## src/rtl/xif_mem_bridge.sv

```systemverilog
// Bridges CORE-V-XIF mem_req/mem_result onto a req/gnt/rvalid data bus, one transaction at a time.
// Latency: 3 cycles accept-to-result minimum (aligned), 1 cycle for misaligned rejects.
// Backpressure: mem_ready is high only in IDLE; bus_req holds stable until bus_gnt.
//
// Ports:
//   ck, rst            clock, synchronous active-high reset
//   mem_valid/ready    request handshake; mem_req_* sampled only at the accept edge
//   mem_result_*       one-cycle result pulse (no ready), id/rdata/err zero outside it
//   bus_req/gnt        bus request, granted when bus_gnt is seen while bus_req is high
//   bus_addr/we/be/wdata  captured request fields, word-aligned address
//   bus_rvalid/rdata/err  bus response, only honoured while waiting for it
// Optional feature: define XMEM_TIMEOUT_EN to abort REQ after TIMEOUT_CYCLES ungranted cycles.
module xif_mem_bridge #(
   parameter int X_ID_WIDTH     = 4,
   parameter int XLEN           = 32,
   parameter int X_MEM_WIDTH    = 32,
   parameter int TIMEOUT_CYCLES = 16
) (
   input  logic                     ck,
   input  logic                     rst,
   input  logic                     mem_valid,
   output logic                     mem_ready,
   input  logic [X_ID_WIDTH-1:0]    mem_req_id,
   input  logic [XLEN-1:0]          mem_req_addr,
   input  logic                     mem_req_we,
   input  logic [X_MEM_WIDTH/8-1:0] mem_req_be,
   input  logic [X_MEM_WIDTH-1:0]   mem_req_wdata,
   output logic                     mem_result_valid,
   output logic [X_ID_WIDTH-1:0]    mem_result_id,
   output logic [X_MEM_WIDTH-1:0]   mem_result_rdata,
   output logic                     mem_result_err,
   output logic                     bus_req,
   input  logic                     bus_gnt,
   output logic [XLEN-1:0]          bus_addr,
   output logic                     bus_we,
   output logic [X_MEM_WIDTH/8-1:0] bus_be,
   output logic [X_MEM_WIDTH-1:0]   bus_wdata,
   input  logic                     bus_rvalid,
   input  logic [X_MEM_WIDTH-1:0]   bus_rdata,
   input  logic                     bus_err
);

   localparam int BE_W = X_MEM_WIDTH / 8;

   if (TIMEOUT_CYCLES < 1) begin : g_bad_timeout
      $error("xif_mem_bridge: TIMEOUT_CYCLES must be at least 1");
   end

   typedef enum logic [1:0] {
      S_IDLE = 2'd0,
      S_REQ  = 2'd1,
      S_WAIT = 2'd2,
      S_RESP = 2'd3
   } state_t;

   state_t                  state;
   logic [X_ID_WIDTH-1:0]   id_q;
   // Only word-aligned requests reach the bus, so the low two address bits are never stored.
   logic [XLEN-3:0]         addr_q;
   logic                    we_q;
   logic [BE_W-1:0]         be_q;
   logic [X_MEM_WIDTH-1:0]  wdata_q;
   logic [X_MEM_WIDTH-1:0]  rdata_q;
   logic                    err_q;

`ifdef XMEM_TIMEOUT_EN
   localparam int CNT_W = $clog2(TIMEOUT_CYCLES + 1);
   logic [CNT_W-1:0]        tmo_cnt;
`endif

   always_ff @(posedge ck) begin
      if (rst) begin
         state   <= S_IDLE;
         id_q    <= '0;
         addr_q  <= '0;
         we_q    <= 1'b0;
         be_q    <= '0;
         wdata_q <= '0;
         rdata_q <= '0;
         err_q   <= 1'b0;
`ifdef XMEM_TIMEOUT_EN
         tmo_cnt <= '0;
`endif
      end else begin
         case (state)
            S_IDLE: begin
               if (mem_valid) begin
                  id_q    <= mem_req_id;
                  addr_q  <= mem_req_addr[XLEN-1:2];
                  we_q    <= mem_req_we;
                  be_q    <= mem_req_be;
                  wdata_q <= mem_req_wdata;
                  rdata_q <= '0;
`ifdef XMEM_TIMEOUT_EN
                  tmo_cnt <= '0;
`endif
                  // Misaligned accesses are answered straight away and never reach the bus.
                  if (mem_req_addr[1:0] != 2'b00) begin
                     err_q <= 1'b1;
                     state <= S_RESP;
                  end else begin
                     err_q <= 1'b0;
                     state <= S_REQ;
                  end
               end
            end
            S_REQ: begin
               // A grant in the last counted cycle takes priority over the timeout.
               if (bus_gnt) begin
                  state <= S_WAIT;
               end
`ifdef XMEM_TIMEOUT_EN
               else if (tmo_cnt == CNT_W'(TIMEOUT_CYCLES - 1)) begin
                  err_q   <= 1'b1;
                  rdata_q <= '0;
                  state   <= S_RESP;
               end else begin
                  tmo_cnt <= tmo_cnt + CNT_W'(1);
               end
`endif
            end
            S_WAIT: begin
               if (bus_rvalid) begin
                  rdata_q <= (we_q || bus_err) ? '0 : bus_rdata;
                  err_q   <= bus_err;
                  state   <= S_RESP;
               end
            end
            S_RESP: begin
               state <= S_IDLE;
            end
            default: begin
               state <= S_IDLE;
            end
         endcase
      end
   end

   assign mem_ready        = (state == S_IDLE);
   assign mem_result_valid = (state == S_RESP);
   assign mem_result_id    = (state == S_RESP) ? id_q    : '0;
   assign mem_result_rdata = (state == S_RESP) ? rdata_q : '0;
   assign mem_result_err   = (state == S_RESP) && err_q;

   assign bus_req   = (state == S_REQ);
   assign bus_addr  = {addr_q, 2'b00};
   assign bus_we    = we_q;
   assign bus_be    = be_q;
   assign bus_wdata = wdata_q;

endmodule

```

## config.mk

```make
export PLATFORM = sky130hd
export DESIGN_NAME = xif_mem_bridge
export DESIGN_NICKNAME = d
export VERILOG_FILES = /design/src/rtl/xif_mem_bridge.sv
export SDC_FILE = /design/constraint.sdc
export NUM_CORES = 1
export LEC_CHECK = 0
export CORE_ASPECT_RATIO = 0.9
export CORE_MARGIN = 2
export CORE_UTILIZATION = 42
export DETAILED_ROUTE_END_ITERATION = 8
export PLACE_DENSITY = 0.91
export SLEW_MARGIN = 20
export SYNTH_ARGS = -nofsm -noshare
export SYNTH_HDL_FRONTEND = slang
export SYNTH_SLANG_ARGS = --single-unit
```

## constraint.sdc

```tcl
create_clock -name ck -period 2.6 [get_ports ck]
set_input_delay 0.39 -clock ck [delete_from_list [all_inputs] [get_ports ck]]
set_output_delay 0.39 -clock ck [all_outputs]
set_load 0.01 [all_outputs]
```

---- Yosys cells after proc, flatten, opt, wreduce, memory -nomap -nowiden ----
Cells that the tools add are included.
cells by class
  equality and inequality tests ........... 6
  mux-type cells .......................... 15
  reductions and logical operators ........ 8
operator list
  operator                                                          number
  32-bit two-way mux                                                4
  32-bit one-hot mux with 2 select lines                            1
  2-bit two-way mux                                                 4
  2-bit one-hot mux with 4 select lines                             1
  3-bit AND reduction                                               2
  2-bit == test (second input constant)                             2
  4-bit two-way mux                                                 1
  2-bit != test (second input constant)                             2
  2-bit nonzero test                                                2
  1-bit two-way mux                                                 3
  2-bit by 1-bit == test with 1-bit output (second input constant)  1
  2-bit zero test                                                   1
  2-bit by 1-bit != test with 1-bit output (second input constant)  1
  1-bit one-hot mux with 2 select lines                             1
  2-bit AND reduction                                               1
  1-bit logical AND                                                 1
  1-bit logical OR                                                  1
word-level totals
  register bits after elaboration ......... 106
  input port bits ......................... 111
  output and inout bits ................... 109
  logic and storage cells ................. 37

---- Longest topological paths before layout ----
  word-level depth ........................ 4
  mapped depth ............................ 7
  mapped depth without buffers ............ 5

---- Worst setup path after synthesis ----
No wires, ideal clock.
  kind .................................... register -> register
  start ................................... register state[0]
  end ..................................... register err_q
  library setup time ...................... 0.070 ns
  data arrival time ....................... 1.482 ns
  required time ........................... 2.530 ns
  path slack .............................. 1.048 ns
  cell stages (with the launch flop) ...... 6
  buffers on the path ..................... 0
  clock period less this slack ............ 1.552 ns
  cell sequence ........................... dfxtp_1 > inv_1 > ha_1 > mux2i_1 > or4_1 > a21oi_1
on the way
  longest elaborated chain between the ends .. 3
  elaborated cells between the ends (all ways) .. 7
  classes of those cells .................. eq/ne: 3; mux: 1; reduce/logical: 3
RTL lines
  element                                                        line  source
  from (decl)                                                    56    state_t state;
  from (signal assigned)                                         73    state <= S_IDLE;
  from (signal assigned)                                         100   state <= S_RESP;
  from (signal assigned)                                         103   state <= S_REQ;
  2-bit == test or 2-bit zero test (tied branches)               85    case (state)
  2-bit != test (no line) or 2-bit nonzero test (tied branches)  -
  3-bit AND reduction (no line)                                  -
  to (signal assigned)                                           125   err_q <= bus_err;
  to (decl)                                                      64    logic err_q;
Parallel ways exist; a longest one is shown, timed or not.
A chain may end at the register's enable or synchronous reset.

---- Final worst setup path ----
  start ................................... register state[1]
  end ..................................... output port mem_result_id[1]
on the way
  longest elaborated chain between the ends .. 2
RTL lines
  element            line  source
  2-bit == test      141   assign mem_result_id = (state == S_RESP) ? id_q : '0;
  4-bit two-way mux  141
  to (decl)          29    output logic [X_ID_WIDTH-1:0] mem_result_id,
No other way between the ends.

==> results.py <==
metrics = {
    "logic_synthesis": {
        "synthFlopType": "dfxtp_1",
        "ys_seq_area_frac": 0.510,
        "synth_cell_types": 27,
        "netlist_area_um2": 4160,
        "synth_edf_count": 0,
        "yosys_warnings": 0,
        "ys_ff_latch": 106,
        "yosys-top-cells-area": "dfxtp_1, nand2_1, a21oi_1",
        "synth_area_per_cell_um2": 7.84,
        "syn_inst": 530,
        "synth_top_area_cell": "dfxtp_1",
        "synth-async-reset-ratio": 0,
        "yosys.area.top_type_share": 0.510,
    },
    "clocking": {
        "clkTransAtPathRegs_ps": 100,
        "h-tree-depth": 3,
        "cts_resized": 0,
        "post-cts-setup-buffers": 0,
        "cts_root_buffer": "clkbuf_8",
        "ctsHoldBuffers": 0,
        "cts_tree": "yes",
        "clock_path_buffers": 2,
        "clock_sinks": 106,
        "cts_buffers": 9,
        "clkLatencyLatePin_ps": 350,
    },
    "global_routing": {
        "grt_max_degree": 44,
        "grt-ovfl-total": 0,
        "antenna_found_initial": 0,
        "grt_pass1_wl_um": 20300,
        "grt_usage": 0.235,
        "grt_pass1_vias": 4419,
    },
    "layout": {
        "finalCoreUtilization": 0.686,
        "drive_gt1_frac": 0.0464,
        "design_area_um2": 6630,
        "nNetsFinal": 845,
        "area_growth_pct": 59.4,
        "antennaDiodeCount": 0,
    },
    "worst_setup_path": {
        "crit_type": "flop to output pin",
        "cp_data_arrival_time_ps": 1980,
        "start_kind": "flop",
        "critPathMaxFanout": 25,
        "worstPathRequired_ps": 2210,
        "endpoint_kind": "output pin",
    },
    "sta": {
        "tightestPinTransition_ps": 988,
        "finalSetupTns_ps": 0,
        "period_minus_slack_ps": 2370,
        "slew_headroom": 0.340,
        "max_freq_ghz": 0.423,
        "drv_slew": 0,
        "skew_ps": 12.7,
        "hold_viol": 0,
        "period_share": 0.910,
        "setup_viol": 0,
        "grt_setup_unrepaired": "no",
    },
    "floorplan": {
        "initial_utilization": 0.431,
        "core_area_um2": 9660,
        "die_area_um2": 10700,
        "io_pins": 220,
        "num_rows": 34,
        "dieWidth_um": 109,
        "die_h_um": 98.4,
    },
    "placement": {
        "place_congestion": 0.803,
        "dpl.hpwl_um": 9550,
        "port_buffers": 217,
        "place_area_um2": 6430,
    },
    "drt": {
        "firstDrtPassIters": 4,
        "drc": 0,
        "final_antenna_net_count": 0,
        "drtIter0Drc": 205,
        "dr_total_vias": 4373,
        "wirelength_um": 12900,
        "viasPerCell": 5.09,
        "routedWlPerCell_um": 15.0,
    },
    "job": {
        "cap_violations": 0,
    },
    "pwr": {
        "ir_worst_vdd_mv": 0.465,
        "p_leak_nw": 2.38,
        "power.density_nw_per_um2": 731,
    },
    "status": {
        "status": "finished, final reports clean",
    },
    "hold_path": {
        "hold_class": "flop to flop",
    },
}
==> critical path, stage by stage, from the launching register on <==
cell and delay (ps):
dfxtp_1 410, ha_2 350, buf_12 190, and2_1 130, clkdlybuf4s50_1 540
==> final timing paths <==
| check | start | end | slack [ps] | cells after the start |
|---|---|---|---|---|
| setup / recovery | state[1] | mem_result_id[1] | 230 | 4 |
| hold / removal | rdata_q[0] | rdata_q[0] | 460 | 2 |
| setup reg to reg | state[0] | rdata_q[27] | 660 | 5 |
| hold reg to reg | rdata_q[0] | rdata_q[0] | 460 | 2 |
==> where the power goes <==
part | internal [mW] | total (mW) | switching [mW]
Combinational | 0.810 | 1.84 | 1.03
Clock | 0.452 | 1.01 | 0.556
Sequential | 1.86 | 1.99 | 0.134
Total | 3.12 | 4.84 | 1.72
==> placed cells by master (no fill, tap or decap), drive strengths merged <==
cell type / netlist / routed
nor2: 3 / 3
nor2b: 2 / 2
a31o: 1 / 1
and2: 38 / 38
bufinv: 0 / 1
a211o: 1 / 1
a21oi: 73 / 73
inv: 3 / 4
clkinvlp: 0 / 2
nand4: 31 / 31
nor3: 1 / 1
buf: 11 / 14
dfxtp: 106 / 106
o21ai: 33 / 33
nor4bb: 1 / 1
nand3: 2 / 2
mux2: 1 / 1
clkbuf: 33 / 11
o311a: 1 / 1
nand2b: 3 / 3
ha: 6 / 6
conb: 1 / 2
clkdlybuf4s50: 0 / 216
clkinv: 0 / 1
mux2i: 2 / 2
nand2: 175 / 175
nor4b: 1 / 1
or4: 1 / 1
==> registers in the layout (all words and copies together) (netlist names) <==
signal / count
bus_be: 4
err_q: 1
state: 2
id_q: 4
bus_we: 1
addr_q: 30
bus_wdata: 32
rdata_q: 32
==> through the flow <==
| step | std cells | hold slack (ps) | total power [mW] | setup WS [ps] |
|---|---|---|---|---|
| after floorplan | 531 | 424 | 2.99 | 1050 |
| after global placement | 843 | 435 | 3.77 | 568 |
| after detailed placement | 843 | 445 | 3.86 | 494 |
| after CTS | 859 | 459 | 4.86 | 84.3 |
| after global routing | 859 | 476 | 5.13 | 80.3 |
| final | 859 | 455 | 4.84 | 234 |
==> per-layer routing <==
| metal | share of wire | global-route usage |
|---|---|---|
| met1 | 0.40 | 0.269 |
| met3 | 0.078 | 0.0567 |
| met5 | 0 | 0 |
| met4 | 0.026 | 0.0888 |
| met2 | 0.50 | 0.418 |
==> final cells by class <==
type / instances / area (um2)
Tap cell: 126 / 158
Clock inverter: 5 / 62.6
Inverter: 3 / 11.3
Clock buffer: 11 / 131
Multi-Input combinational cell: 378 / 1870
Fill cell: 766 / 3030
Sequential cell: 106 / 2120
Timing Repair Buffer: 230 / 2280
==> synthesized netlist by cell type (all sizes together) (3+ instances only) <==
cell,number
inv,3
buf,11
nand4,31
a21oi,73
and2,38
o21ai,33
nand2b,3
ha,6
clkbuf,33
nand2,175
nor2,3
dfxtp,106
==> cell families after synthesis <==
family                     synth area share
other                              0.000902
AOI/OAI and AO/OA                     0.134
buffers and inverters                0.0454
DFF                                   0.510
adders and majority gates            0.0181
and+or+nand+nor                       0.283
muxes                               0.00752
Power figures use the tool's default switching activity.
